[src/rtl/mult_seq_if.sv]
// mult_seq_if: operand/result handshake bundle for the sequential multiplier.
// The is_signed signal is present only when MULT_SIGNED_EN is defined.
interface mult_seq_if #(
  parameter int unsigned WIDTH = 32
);

  logic             in_valid;
  logic             in_ready;
  logic [WIDTH-1:0] x;
  logic [WIDTH-1:0] y;
`ifdef MULT_SIGNED_EN
  logic             is_signed;
`endif
  logic             flush;
  logic             out_valid;
  logic             out_ready;
  logic [WIDTH-1:0] w_lo;
  logic [WIDTH-1:0] w_hi;

  // Requester side (pipeline issuing the multiply)
  modport master (
    output in_valid, x, y,
`ifdef MULT_SIGNED_EN
    output is_signed,
`endif
    output flush, out_ready,
    input  in_ready, out_valid, w_lo, w_hi
  );

  // Multiplier side
  modport slave (
    input  in_valid, x, y,
`ifdef MULT_SIGNED_EN
    input  is_signed,
`endif
    input  flush, out_ready,
    output in_ready, out_valid, w_lo, w_hi
  );

endinterface

[src/rtl/mult_seq.sv]
// mult_seq: iterative shift-add multiplier, one partial product per cycle,
// returning the full 2*WIDTH-bit product as w_hi:w_lo.
// Optional feature macro: MULT_SIGNED_EN (adds is_signed, two's-complement mode).
module mult_seq #(
  parameter int unsigned WIDTH = 32
) (
  input  logic       clk,
  input  logic       reset,
  mult_seq_if.slave  bus
);

  localparam int unsigned CNT_W = $clog2(WIDTH);
  localparam int unsigned PW    = 2 * WIDTH;

  typedef enum logic [1:0] {
    S_IDLE = 2'd0,
    S_RUN  = 2'd1,
    S_DONE = 2'd2
  } state_e;

  state_e           state_q, state_d;
  logic [CNT_W-1:0] cnt_q, cnt_d;
  logic [WIDTH-1:0] a_q, a_d;
  logic [WIDTH-1:0] q_q, q_d;
  logic [WIDTH-1:0] m_q, m_d;
  logic             in_ready_q, in_ready_d;
  logic             out_valid_q, out_valid_d;
  logic [WIDTH-1:0] w_lo_q, w_lo_d;
  logic [WIDTH-1:0] w_hi_q, w_hi_d;
`ifdef MULT_SIGNED_EN
  logic             neg_q, neg_d;
`endif

  logic [WIDTH-1:0] addend;
  logic [WIDTH:0]   sum;
  logic [PW-1:0]    prod;
  logic [PW-1:0]    res;
  logic [WIDTH-1:0] mag_x;
  logic [WIDTH-1:0] mag_y;

  // Single adder: accumulate M into A when the current multiplier bit is set
  always_comb begin
    addend = q_q[0] ? m_q : '0;
    sum    = {1'b0, a_q} + {1'b0, addend};
  end

  // Operand magnitudes at accept and the sign-corrected final product
  always_comb begin
    prod = {a_q, q_q};
`ifdef MULT_SIGNED_EN
    mag_x = (bus.is_signed && bus.x[WIDTH-1]) ? (~bus.x + WIDTH'(1)) : bus.x;
    mag_y = (bus.is_signed && bus.y[WIDTH-1]) ? (~bus.y + WIDTH'(1)) : bus.y;
    res   = neg_q ? (~prod + PW'(1)) : prod;
`else
    mag_x = bus.x;
    mag_y = bus.y;
    res   = prod;
`endif
  end

  // Next-state and next-output logic; flush has priority in every state
  always_comb begin
    state_d     = state_q;
    cnt_d       = cnt_q;
    a_d         = a_q;
    q_d         = q_q;
    m_d         = m_q;
    in_ready_d  = in_ready_q;
    out_valid_d = out_valid_q;
    w_lo_d      = w_lo_q;
    w_hi_d      = w_hi_q;
`ifdef MULT_SIGNED_EN
    neg_d       = neg_q;
`endif

    case (state_q)
      S_IDLE: begin
        if (!bus.flush && bus.in_valid) begin
          m_d        = mag_x;
          q_d        = mag_y;
          a_d        = '0;
          cnt_d      = '0;
`ifdef MULT_SIGNED_EN
          neg_d      = bus.is_signed && (bus.x[WIDTH-1] ^ bus.y[WIDTH-1]);
`endif
          state_d    = S_RUN;
          in_ready_d = 1'b0;
        end
      end

      S_RUN: begin
        if (bus.flush) begin
          state_d    = S_IDLE;
          in_ready_d = 1'b1;
        end else begin
          a_d   = sum[WIDTH:1];
          q_d   = {sum[0], q_q[WIDTH-1:1]};
          cnt_d = cnt_q + CNT_W'(1);
          if (cnt_q == CNT_W'(WIDTH - 1)) begin
            state_d = S_DONE;
          end
        end
      end

      S_DONE: begin
        if (bus.flush) begin
          state_d     = S_IDLE;
          out_valid_d = 1'b0;
          in_ready_d  = 1'b1;
        end else if (!out_valid_q) begin
          // First DONE cycle: register the sign-corrected product
          w_lo_d      = res[WIDTH-1:0];
          w_hi_d      = res[PW-1:WIDTH];
          out_valid_d = 1'b1;
        end else if (bus.out_ready) begin
          state_d     = S_IDLE;
          out_valid_d = 1'b0;
          in_ready_d  = 1'b1;
        end
      end

      default: begin
        state_d     = S_IDLE;
        out_valid_d = 1'b0;
        in_ready_d  = 1'b1;
      end
    endcase
  end

  // State and datapath registers, asynchronously reset
  always_ff @(posedge clk or posedge reset) begin
    if (reset) begin
      state_q     <= S_IDLE;
      cnt_q       <= '0;
      a_q         <= '0;
      q_q         <= '0;
      m_q         <= '0;
      in_ready_q  <= 1'b1;
      out_valid_q <= 1'b0;
      w_lo_q      <= '0;
      w_hi_q      <= '0;
`ifdef MULT_SIGNED_EN
      neg_q       <= 1'b0;
`endif
    end else begin
      state_q     <= state_d;
      cnt_q       <= cnt_d;
      a_q         <= a_d;
      q_q         <= q_d;
      m_q         <= m_d;
      in_ready_q  <= in_ready_d;
      out_valid_q <= out_valid_d;
      w_lo_q      <= w_lo_d;
      w_hi_q      <= w_hi_d;
`ifdef MULT_SIGNED_EN
      neg_q       <= neg_d;
`endif
    end
  end

  // Registered outputs onto the bus
  assign bus.in_ready  = in_ready_q;
  assign bus.out_valid = out_valid_q;
  assign bus.w_lo      = w_lo_q;
  assign bus.w_hi      = w_hi_q;

endmodule

[src/flat_wrapper.sv]
// flat-port wrapper written by rule: the top's interface ports become plain ports
module mult_seq_flat 
#(
  parameter int unsigned WIDTH = 32
)
  (clk, reset, bus_in_valid, bus_x, bus_y, bus_flush, bus_out_ready, bus_in_ready, bus_out_valid, bus_w_lo, bus_w_hi);
  mult_seq_if #(.WIDTH(WIDTH)) bus_i ();
  input  logic clk;
  input  logic reset;
  input wire logic [$bits(bus_i.in_valid)-1:0] bus_in_valid;
  input wire logic [$bits(bus_i.x)-1:0] bus_x;
  input wire logic [$bits(bus_i.y)-1:0] bus_y;
  input wire logic [$bits(bus_i.flush)-1:0] bus_flush;
  input wire logic [$bits(bus_i.out_ready)-1:0] bus_out_ready;
  output wire logic [$bits(bus_i.in_ready)-1:0] bus_in_ready;
  output wire logic [$bits(bus_i.out_valid)-1:0] bus_out_valid;
  output wire logic [$bits(bus_i.w_lo)-1:0] bus_w_lo;
  output wire logic [$bits(bus_i.w_hi)-1:0] bus_w_hi;
  assign bus_i.in_valid = bus_in_valid;
  assign bus_i.x = bus_x;
  assign bus_i.y = bus_y;
  assign bus_i.flush = bus_flush;
  assign bus_i.out_ready = bus_out_ready;
  assign bus_in_ready = bus_i.in_ready;
  assign bus_out_valid = bus_i.out_valid;
  assign bus_w_lo = bus_i.w_lo;
  assign bus_w_hi = bus_i.w_hi;
  mult_seq #(.WIDTH(WIDTH)) u_core (.clk(clk), .reset(reset), .bus(bus_i));
endmodule
[config.mk]
export PLATFORM = sky130hd
export DESIGN_NAME = mult_seq_flat
export DESIGN_NICKNAME = d
export VERILOG_FILES = /design/src/rtl/mult_seq_if.sv /design/src/rtl/mult_seq.sv /design/src/flat_wrapper.sv
export SDC_FILE = /design/constraint.sdc
export NUM_CORES = 1
export LEC_CHECK = 0
export ABC_AREA = 0
export CAP_MARGIN = 0
export CORE_MARGIN = 2
export CORE_UTILIZATION = 50
export CTS_BUF_LIST = sky130_fd_sc_hd__clkbuf_8
export CTS_CLUSTER_DIAMETER = 40
export CTS_CLUSTER_SIZE = 28
export DETAILED_ROUTE_END_ITERATION = 10
export GPL_TIMING_DRIVEN = 0
export HOLD_SLACK_MARGIN = 0.02
export PLACE_DENSITY = 0.72
export SYNTH_ARGS = -nofsm -noshare
export SYNTH_HDL_FRONTEND = slang
export SYNTH_SLANG_ARGS = --single-unit
[constraint.sdc]
create_clock -name clk -period 6.3 [get_ports clk]
set_clock_uncertainty 0.05 [all_clocks]
set_input_delay 0.63 -clock clk [delete_from_list [all_inputs] [get_ports clk]]
set_output_delay 0.63 -clock clk [all_outputs]
set_load 0.05 [all_outputs]
==> results of run 1 <==
==> layout by cell type, fill, tap and decap left out, drive strengths merged, types with 6 or more instances in the layout <==
| cell type | synthesis | final |
|---|---|---|
| dfrtp | 168 | 168 |
| clkdlybuf4s50 | 0 | 134 |
| mux2 | 96 | 96 |
| nand2 | 90 | 90 |
| o21ai | 82 | 82 |
| clkbuf | 32 | 49 |
| a21oi | 38 | 38 |
| ha | 34 | 34 |
| and2 | 33 | 33 |
| mux2i | 32 | 32 |
| inv | 18 | 28 |
| nor2 | 27 | 27 |
| xnor2 | 16 | 16 |
| xor2 | 13 | 13 |
| nand4 | 11 | 11 |
| nand3 | 11 | 11 |
| buf | 7 | 8 |
| nor3 | 7 | 7 |
| nor2b | 6 | 6 |
| a21o | 6 | 6 |
==> per-layer routing <==
layer,GRT usage (%),share of wire (%)
met5,0,0
met4,7.95,2.1
met3,3.51,4.0
met2,37.6,48
met1,30.0,46
==> state kept, by name, summed over array words and instances, names as in the netlist <==
register and flops:
u_core.bus.w_hi 32, u_core.bus.w_lo 32, u_core.q_q 32, u_core.state_q 2, u_core.bus.in_ready 1, u_core.a_q 32
u_core.cnt_q 5, u_core.m_q 32, u_core.bus.out_valid 1
==> cell families after synthesis <==
kind of cell	count (synthesis)
AND/OR/NAND/NOR	196
adder cells (fa/ha/maj)	35
multiplexers	128
AO/OA/AOI/OAI	165
buffers and inverters	57
flip-flops	169
XOR/XNOR	29
==> report_power, final <==
part           switching (W)  leakage, nW  internal [W]
Clock               0.000459        0.195      0.000297
Sequential          0.000143         2.22       0.00127
Combinational       0.000511         2.30      0.000384
==> per-stage QoR <==
step	std cells	setup slack (ns)
after floorplan	779	1.05
after global placement	1133	-1.29
after detailed placement	1134	2.74
after CTS	1166	2.72
after global routing	1166	2.46
final	1166	2.71
==> layout make-up <==
cell class	instances	area (sq um)	area share (%)
clock inverter	15	148	1.40
sequential	169	4230	40.2
multi-input combinational	553	4040	38.4
timing repair buffer	135	1370	13.0
buffer	39	151	1.44
clock buffer	17	234	2.22
tap	220	275	2.62
inverter	18	75.1	0.714
==> worst min-delay path by stage <==
stage / endpoint / depth (start not counted) / slack (ns)
after CTS: u_core.cnt_q[4] / 2 / 0.45
final: u_core.m_q[18] / 1 / 0.46
after detailed placement: u_core.cnt_q[4] / 2 / 0.43
after floorplan: u_core.cnt_q[4] / 2 / 0.40
after global placement: u_core.cnt_q[4] / 2 / 0.41
after global routing: u_core.bus.w_lo[21] / 1 / 0.48
==> impl_metrics.sql, run 1 <==
INSERT INTO impl_metrics (metric_group, metric, value, unit) VALUES
('synthesis', 'syn-instance-count', '779', ''),
('min_path', 'worst_hold_startpoint', 'u_core.m_q[18]', ''),
('setup_path', 'timing.critical_path.from_type', 'flop', ''),
('floorplan', 'core.rowCount', '47', ''),
('cells_and_area', 'syn2layout_area_growth', '24.0', '%'),
('floorplan', 'floorplan.initialDensity', '51.2', '%'),
('cells_and_area', 'antenna_cells', '0', ''),
('floorplan', 'fp.dieW', '134', 'microns'),
('setup_path', 'arrival', '3.94', 'ns'),
('timing', 'drv_slew', '0', ''),
('clock_network', 'postCtsSetupBuffers', '0', ''),
('cells_and_area', 'nets', '1037', ''),
('synthesis', 'yosys.cell_count.top_type', 'sky130_fd_sc_hd__dfrtp_1', ''),
('cells_and_area', 'fillers', '1372', ''),
('global_route', 'first_global_vias', '6493', ''),
('synthesis', 'post_synth_most_frequent_cells', 'sky130_fd_sc_hd__dfrtp_1 (168), sky130_fd_sc_hd__mux2_2 (96), sky130_fd_sc_hd__nand2_1 (90), sky130_fd_sc_hd__o21ai_0 (78), sky130_fd_sc_hd__a21oi_1 (36)', ''),
('setup_path', 'worst-setup-path-type', 'flop to flop', ''),
('global_route', 'largest_net_degree_at_the_start_of_global_routing', '110', ''),
('job', 'timing.max_cap.violations', '0', ''),
('setup_path', 'reg2reg_depth', '13', ''),
('setup_path', 'worstPathRequired', '6.65', 'ns'),
('power', 'power.ir.vdd_worst', '0.000168', 'V'),
('setup_path', 'worstReg2RegStart', 'u_core.q_q[0]', ''),
('synthesis', 'post_synthesis_cell_type_count', '60', ''),
('setup_path', 'timing.critical_path.buf_inv', '2', ''),
('timing', 'max-slew-margin-rel', '49.0', '%'),
('setup_path', 'crit_cells', '13', ''),
('timing', 'final.period_utilization', '57.0', '%'),
('cells_and_area', 'finalCoreUtilization', '63.4', '%'),
('timing', 'worst_hold_slack', '0.458', 'ns'),
('clock_network', 'clock_tree_from_tritoncts', 'done', ''),
('setup_path', 'timing.critical_path.max_delay_family', 'compound AO/OA/AOI/OAI gates', ''),
('setup_path', 'critical_path.endpoint_type', 'flop', ''),
('setup_path', 'worst_setup_path_startpoint', 'u_core.q_q[0]', ''),
('setup_path', 'worst-r2r-setup-slack', '2.71', 'ns'),
('floorplan', 'core_region_area', '16600', 'sq um'),
('synthesis', 'yosys-top-cells-area', 'sky130_fd_sc_hd__dfrtp_1 (50%), sky130_fd_sc_hd__mux2_2 (13%), sky130_fd_sc_hd__ha_1 (5.0%), sky130_fd_sc_hd__o21ai_0 (4.6%), sky130_fd_sc_hd__nand2_1 (4.0%)', ''),
('clock_network', 'cts_inserted_buffers', '17', ''),
('clock_network', 'clk_pin_slew', '0.10', 'ns'),
('synthesis', 'synth_top_family_by_area', 'multiplexers', ''),
('synthesis', 'synth-main-ff-cell', 'sky130_fd_sc_hd__dfrtp_1', ''),
('clock_network', 'holdBufCountCts', '0', ''),
('drt', 'number_of_design_rule_violations_left_after_detail_routing', '0', ''),
('setup_path', 'cpPeakStageDelay', '0.53', 'ns'),
('status', 'outcome', 'finished, final reports clean', ''),
('drt', 'detail-route-antenna-nets', '0', ''),
('clock_network', 'clk_latency', '0.46', 'ns'),
('synthesis', 'synth_fa_ha_area_share', '5.25', '%'),
('synthesis', 'synth_compound_gate_area_share', '11.9', '%'),
('floorplan', 'dieArea', '18000', 'sq um'),
('synthesis', 'synth-edff-count', '0', ''),
('cells_and_area', 'layout.cell_area.non_filler', '10500', 'sq um'),
('setup_path', 'cp_slowest_cell', 'sky130_fd_sc_hd__dfrtp_1', ''),
('clock_network', 'clock_tree.htree_level_count', '4', ''),
('floorplan', 'io-pin-count', '135', ''),
('cells_and_area', 'final_layout_size_suffix_gt1_share', '15.5', '%'),
('timing', 'setup-violations-final', '0', ''),
('drt', 'viasPerCell', '5.40', ''),
('placed_design', 'hpwl', '14000', 'microns'),
('synthesis', 'yosysTopAreaCellShare', '49.6', '%'),
('timing', 'worst_pin_slew', '0.765', 'ns'),
('clock_network', 'cts_num_sinks', '169', ''),
('global_route', 'antenna_found_initial', '0', ''),
('timing', 'fin_crit', '3.59', 'ns'),
('clock_network', 'cts.root.buffer_cell', 'sky130_fd_sc_hd__clkbuf_8', ''),
('timing', 'fin_setup_tns', '0', 'ns'),
('synthesis', 'synth_top_cell_by_area', 'sky130_fd_sc_hd__dfrtp_1', ''),
('placed_design', 'detailed_place.area', '10100', 'sq um'),
('synthesis', 'synthXorXnorAreaFrac', '2.99', '%'),
('global_route', 'grt_first_pass_wirelength', '32400', 'microns'),
('synthesis', 'synthArstFlopShare', '100', '%');
No activity file was read; power rests on OpenSTA's default activity.
==> run 2, diff against run 1 <==
--- a/config.mk
+++ b/config.mk
@@ -15,7 +15,7 @@
 export DETAILED_ROUTE_END_ITERATION = 10
 export GPL_TIMING_DRIVEN = 0
 export HOLD_SLACK_MARGIN = 0.02
-export PLACE_DENSITY = 0.72
+export PLACE_DENSITY = 0.75
 export SYNTH_ARGS = -nofsm -noshare
 export SYNTH_HDL_FRONTEND = slang
 export SYNTH_SLANG_ARGS = --single-unit
==> constraint.sdc (replaced) <==
create_clock -name clk -period 3 [get_ports clk]
set_clock_uncertainty 0.05 [all_clocks]
set_input_delay 0.3 -clock clk [delete_from_list [all_inputs] [get_ports clk]]
set_output_delay 0.3 -clock clk [all_outputs]
set_load 0.05 [all_outputs]
==> impl_metrics.sql, run 2 (same netlist as run 1, synthesis figures left out) <==
INSERT INTO impl_metrics (metric_group, metric, value, unit) VALUES
('status', 'outcome', 'finished, final reports clean', ''),
('timing', 'worst_pin_slew', '0.767', 'ns'),
('min_path', 'worst_hold_path_type', 'input port to async pin', ''),
('power', 'power.ir.vdd_worst', '0.000313', 'V'),
('setup_path', 'worstReg2RegStart', 'u_core.q_q[0]', ''),
('clock_network', 'cts.root.buffer_cell', 'sky130_fd_sc_hd__clkbuf_8', ''),
('placed_design', 'place.port_buffers', '134', ''),
('setup_path', 'worstSetupEndpoint', 'u_core.a_q[30]', ''),
('setup_path', 'cpPeakStageDelay', '0.45', 'ns'),
('cells_and_area', 'nets', '1055', ''),
('setup_path', 'arrival', '3.22', 'ns'),
('clock_network', 'clk_latency', '0.47', 'ns'),
('timing', 'final.period_utilization', '97.2', '%'),
('drt', 'route.layer.met1.wl', '8940', 'microns'),
('floorplan', 'core.rowCount', '47', ''),
('timing', 'hold_viol_final', '0', ''),
('power', 'clockPowerShare', '23.7', '%'),
('timing', 'fin_crit', '2.92', 'ns'),
('global_route', 'grt_first_pass_wirelength', '32500', 'microns'),
('drt', 'number_of_design_rule_violations_left_after_detail_routing', '0', ''),
('floorplan', 'core_region_area', '16600', 'sq um'),
('floorplan', 'floorplan.initialDensity', '51.2', '%'),
('cells_and_area', 'mostFrequentLayoutCells', 'sky130_fd_sc_hd__dfrtp_1 (167), sky130_fd_sc_hd__clkdlybuf4s50_1 (134), sky130_fd_sc_hd__mux2_2 (96)', ''),
('timing', 'clock.fmax', '343', 'MHz'),
('clock_network', 'cts_inserted_buffers', '17', ''),
('setup_path', 'critical_path.cell_chain', 'buf_8 > and2_1 > ha_1 > a21o_1 > a21oi_2 > a21boi_4 > a31o_4 > a41oi_4 > o21ai_2 > and3_1 > a211o_1', ''),
('power', 'switchingPower', '0.00247', 'W'),
('global_route', 'first_global_vias', '6533', ''),
('setup_path', 'worst-setup-path-type', 'flop to flop', ''),
('cells_and_area', 'final_layout_size_suffix_gt1_share', '21.3', '%'),
('placed_design', 'hpwl', '14300', 'microns'),
('timing', 'setup-violations-final', '0', ''),
('drt', 'detail-route-antenna-nets', '0', ''),
('setup_path', 'critical_path.endpoint_type', 'flop', ''),
('cells_and_area', 'finalCoreUtilization', '66.4', '%'),
('timing', 'fin_setup_tns', '0', 'ns'),
('clock_network', 'clock_tree_from_tritoncts', 'done', ''),
('drt', 'max_used_layer', 'met4', ''),
('timing', 'max-slew-margin-rel', '48.9', '%'),
('placed_design', 'detailed_place.area', '10200', 'sq um'),
('power', 'internal_power', '0.00423', 'W'),
('drt', 'iteration_0_drc_count_of_the_detailed_router', '377', ''),
('drt', 'viasPerCell', '5.45', ''),
('drt', 'first_pass_iters', '5', ''),
('setup_path', 'worst_r2r_endpoint', 'u_core.a_q[30]', ''),
('power', 'p_seq_share', '44.3', '%'),
('cells_and_area', 'syn2layout_area_growth', '29.8', '%'),
('timing', 'drv_slew', '0', ''),
('setup_path', 'crit_cells', '11', ''),
('setup_path', 'worst-path-max-fanout', '8', ''),
('cells_and_area', 'antenna_cells', '0', ''),
('floorplan', 'fp.dieW', '134', 'microns'),
('setup_path', 'worst_setup_path_startpoint', 'u_core.q_q[0]', ''),
('setup_path', 'timing.critical_path.from_type', 'flop', ''),
('global_route', 'antenna_found_initial', '0', ''),
('setup_path', 'cp_slowest_cell', 'sky130_fd_sc_hd__dfrtp_2', ''),
('clock_network', 'clock_tree.htree_level_count', '4', ''),
('cells_and_area', 'layout.cell_area.non_filler', '11000', 'sq um'),
('clock_network', 'cts_num_sinks', '169', ''),
('setup_path', 'reg2reg_depth', '11', ''),
('timing', 'worst_hold_slack', '0.162', 'ns'),
('global_route', 'overflow', '0', ''),
('drt', 'wirelength', '20000', 'microns'),
('drt', 'vias', '6455', ''),
('drt', 'met3_wirelength', '785', 'microns'),
('power', 'pwr_density_cell', '608', 'nW/um^2'),
('placed_design', 'finalWeightedCongestion', '0.912', ''),
('setup_path', 'timing.critical_path.buf_inv', '1', ''),
('power', 'power.switching_fraction', '36.8', '%'),
('clock_network', 'cts_buffer_depth', '2', ''),
('drt', 'drt-wirelength-per-cell', '16.9', 'microns'),
('power', 'cellLeakagePower', '4.87', 'nW'),
('setup_path', 'worstPathRequired', '3.30', 'ns'),
('clock_network', 'clk_pin_slew', '0.11', 'ns'),
('floorplan', 'dieArea', '18000', 'sq um'),
('drt', 'met2WireLength', '9940', 'microns'),
('floorplan', 'die_height', '134', 'microns'),
('setup_path', 'worst-r2r-setup-slack', '0.08', 'ns'),
('setup_path', 'timing.critical_path.max_delay_family', 'compound AO/OA/AOI/OAI gates', ''),
('cells_and_area', 'layout.cells.most_common', 'sky130_fd_sc_hd__dfrtp_1', ''),
('floorplan', 'io-pin-count', '135', ''),
('job', 'timing.max_cap.violations', '0', ''),
('power', 'power_frac_comb', '32.0', '%'),
('global_route', 'largest_net_degree_at_the_start_of_global_routing', '42', ''),
('global_route', 'grt_use_total', '22.7', '%');
-- run 2: layout make-up --
class	count	area (sq um)
fillers	1304	5570
inverters	18	71.3
multi-input cells	553	4330
well taps	220	275
repair buffers	156	1560
clock buffers	17	234
plain buffers	36	155
clock inverters	15	160
flip-flops and latches	169	4230
-- run 2: how the worst min path moves through the flow --
stage / slack [ns] / cells after the start / to
after detailed placement: 0.44 / 1 / u_core.m_q[13]
after floorplan: 0.32 / 1 / u_core.state_q[1]
after global routing: 0.18 / 2 / u_core.bus.w_lo[19]
after global placement: 0.41 / 2 / u_core.cnt_q[4]
after CTS: 0.15 / 2 / u_core.bus.w_lo[18]
final: 0.16 / 2 / u_core.bus.w_lo[19]
-- run 2: stage by stage --
stage          power (W)  worst slack, ns  cells
2_1_floorplan    0.00432            0.154    779
3_3_place_gp     0.00481           -0.953   1133
3_5_place_dp     0.00486           -0.546   1137
4_1_cts          0.00654          0.00139   1174
5_1_grt          0.00714          -0.0376   1184
6_report         0.00669           0.0841   1184
-- run 2: layer usage --
layer | global-route usage (%) | up-vias
met5 | 0 | -
met2 | 37.2 | 157
met1 | 30.7 | 3170
li1 | - | 3100
met3 | 4.61 | 28
met4 | 7.02 | 0
-- run 2: worst register-to-register path: stages (launching register included) --
cell and delay, ns:
sky130_fd_sc_hd__dfrtp_2 0.45, sky130_fd_sc_hd__buf_8 0.14, sky130_fd_sc_hd__and2_1 0.14, sky130_fd_sc_hd__ha_1 0.36, sky130_fd_sc_hd__a21o_1 0.21, sky130_fd_sc_hd__a21oi_2 0.24
sky130_fd_sc_hd__a21boi_4 0.12, sky130_fd_sc_hd__a31o_4 0.27, sky130_fd_sc_hd__a41oi_4 0.30, sky130_fd_sc_hd__o21ai_2 0.12, sky130_fd_sc_hd__and3_1 0.17, sky130_fd_sc_hd__a211o_1 0.25
-- run 2: timing repair --
action | CTS | global route
hold buffers | 0 | 0
pin swaps | 5 | 16
cloned | 0 | 0
endpoints found under the setup margin | 18 | 15
setup buffers | 5 | 13
resized for setup | 26 | 42
hold endpoints to repair | 0 | 0
-- run 2: power groups by stage --
stage | registers, W | logic, W | clock network, W
2_1_floorplan | 0.00290 | 0.00142 | 0
3_3_place_gp | 0.00299 | 0.00182 | 0
3_5_place_dp | 0.00300 | 0.00186 | 0
4_1_cts | 0.00295 | 0.00197 | 0.00162
5_1_grt | 0.00302 | 0.00239 | 0.00173
6_report | 0.00297 | 0.00214 | 0.00158
==> run 3, diff against run 2 <==
--- a/config.mk
+++ b/config.mk
@@ -11,7 +11,7 @@
 export CORE_UTILIZATION = 50
 export CTS_BUF_LIST = sky130_fd_sc_hd__clkbuf_8
 export CTS_CLUSTER_DIAMETER = 40
-export CTS_CLUSTER_SIZE = 28
+export CTS_CLUSTER_SIZE = 14
 export DETAILED_ROUTE_END_ITERATION = 10
 export GPL_TIMING_DRIVEN = 0
 export HOLD_SLACK_MARGIN = 0.02
==> results of run 3 <==
No change in the layout: final DEF, timing and power equal those of run 2.
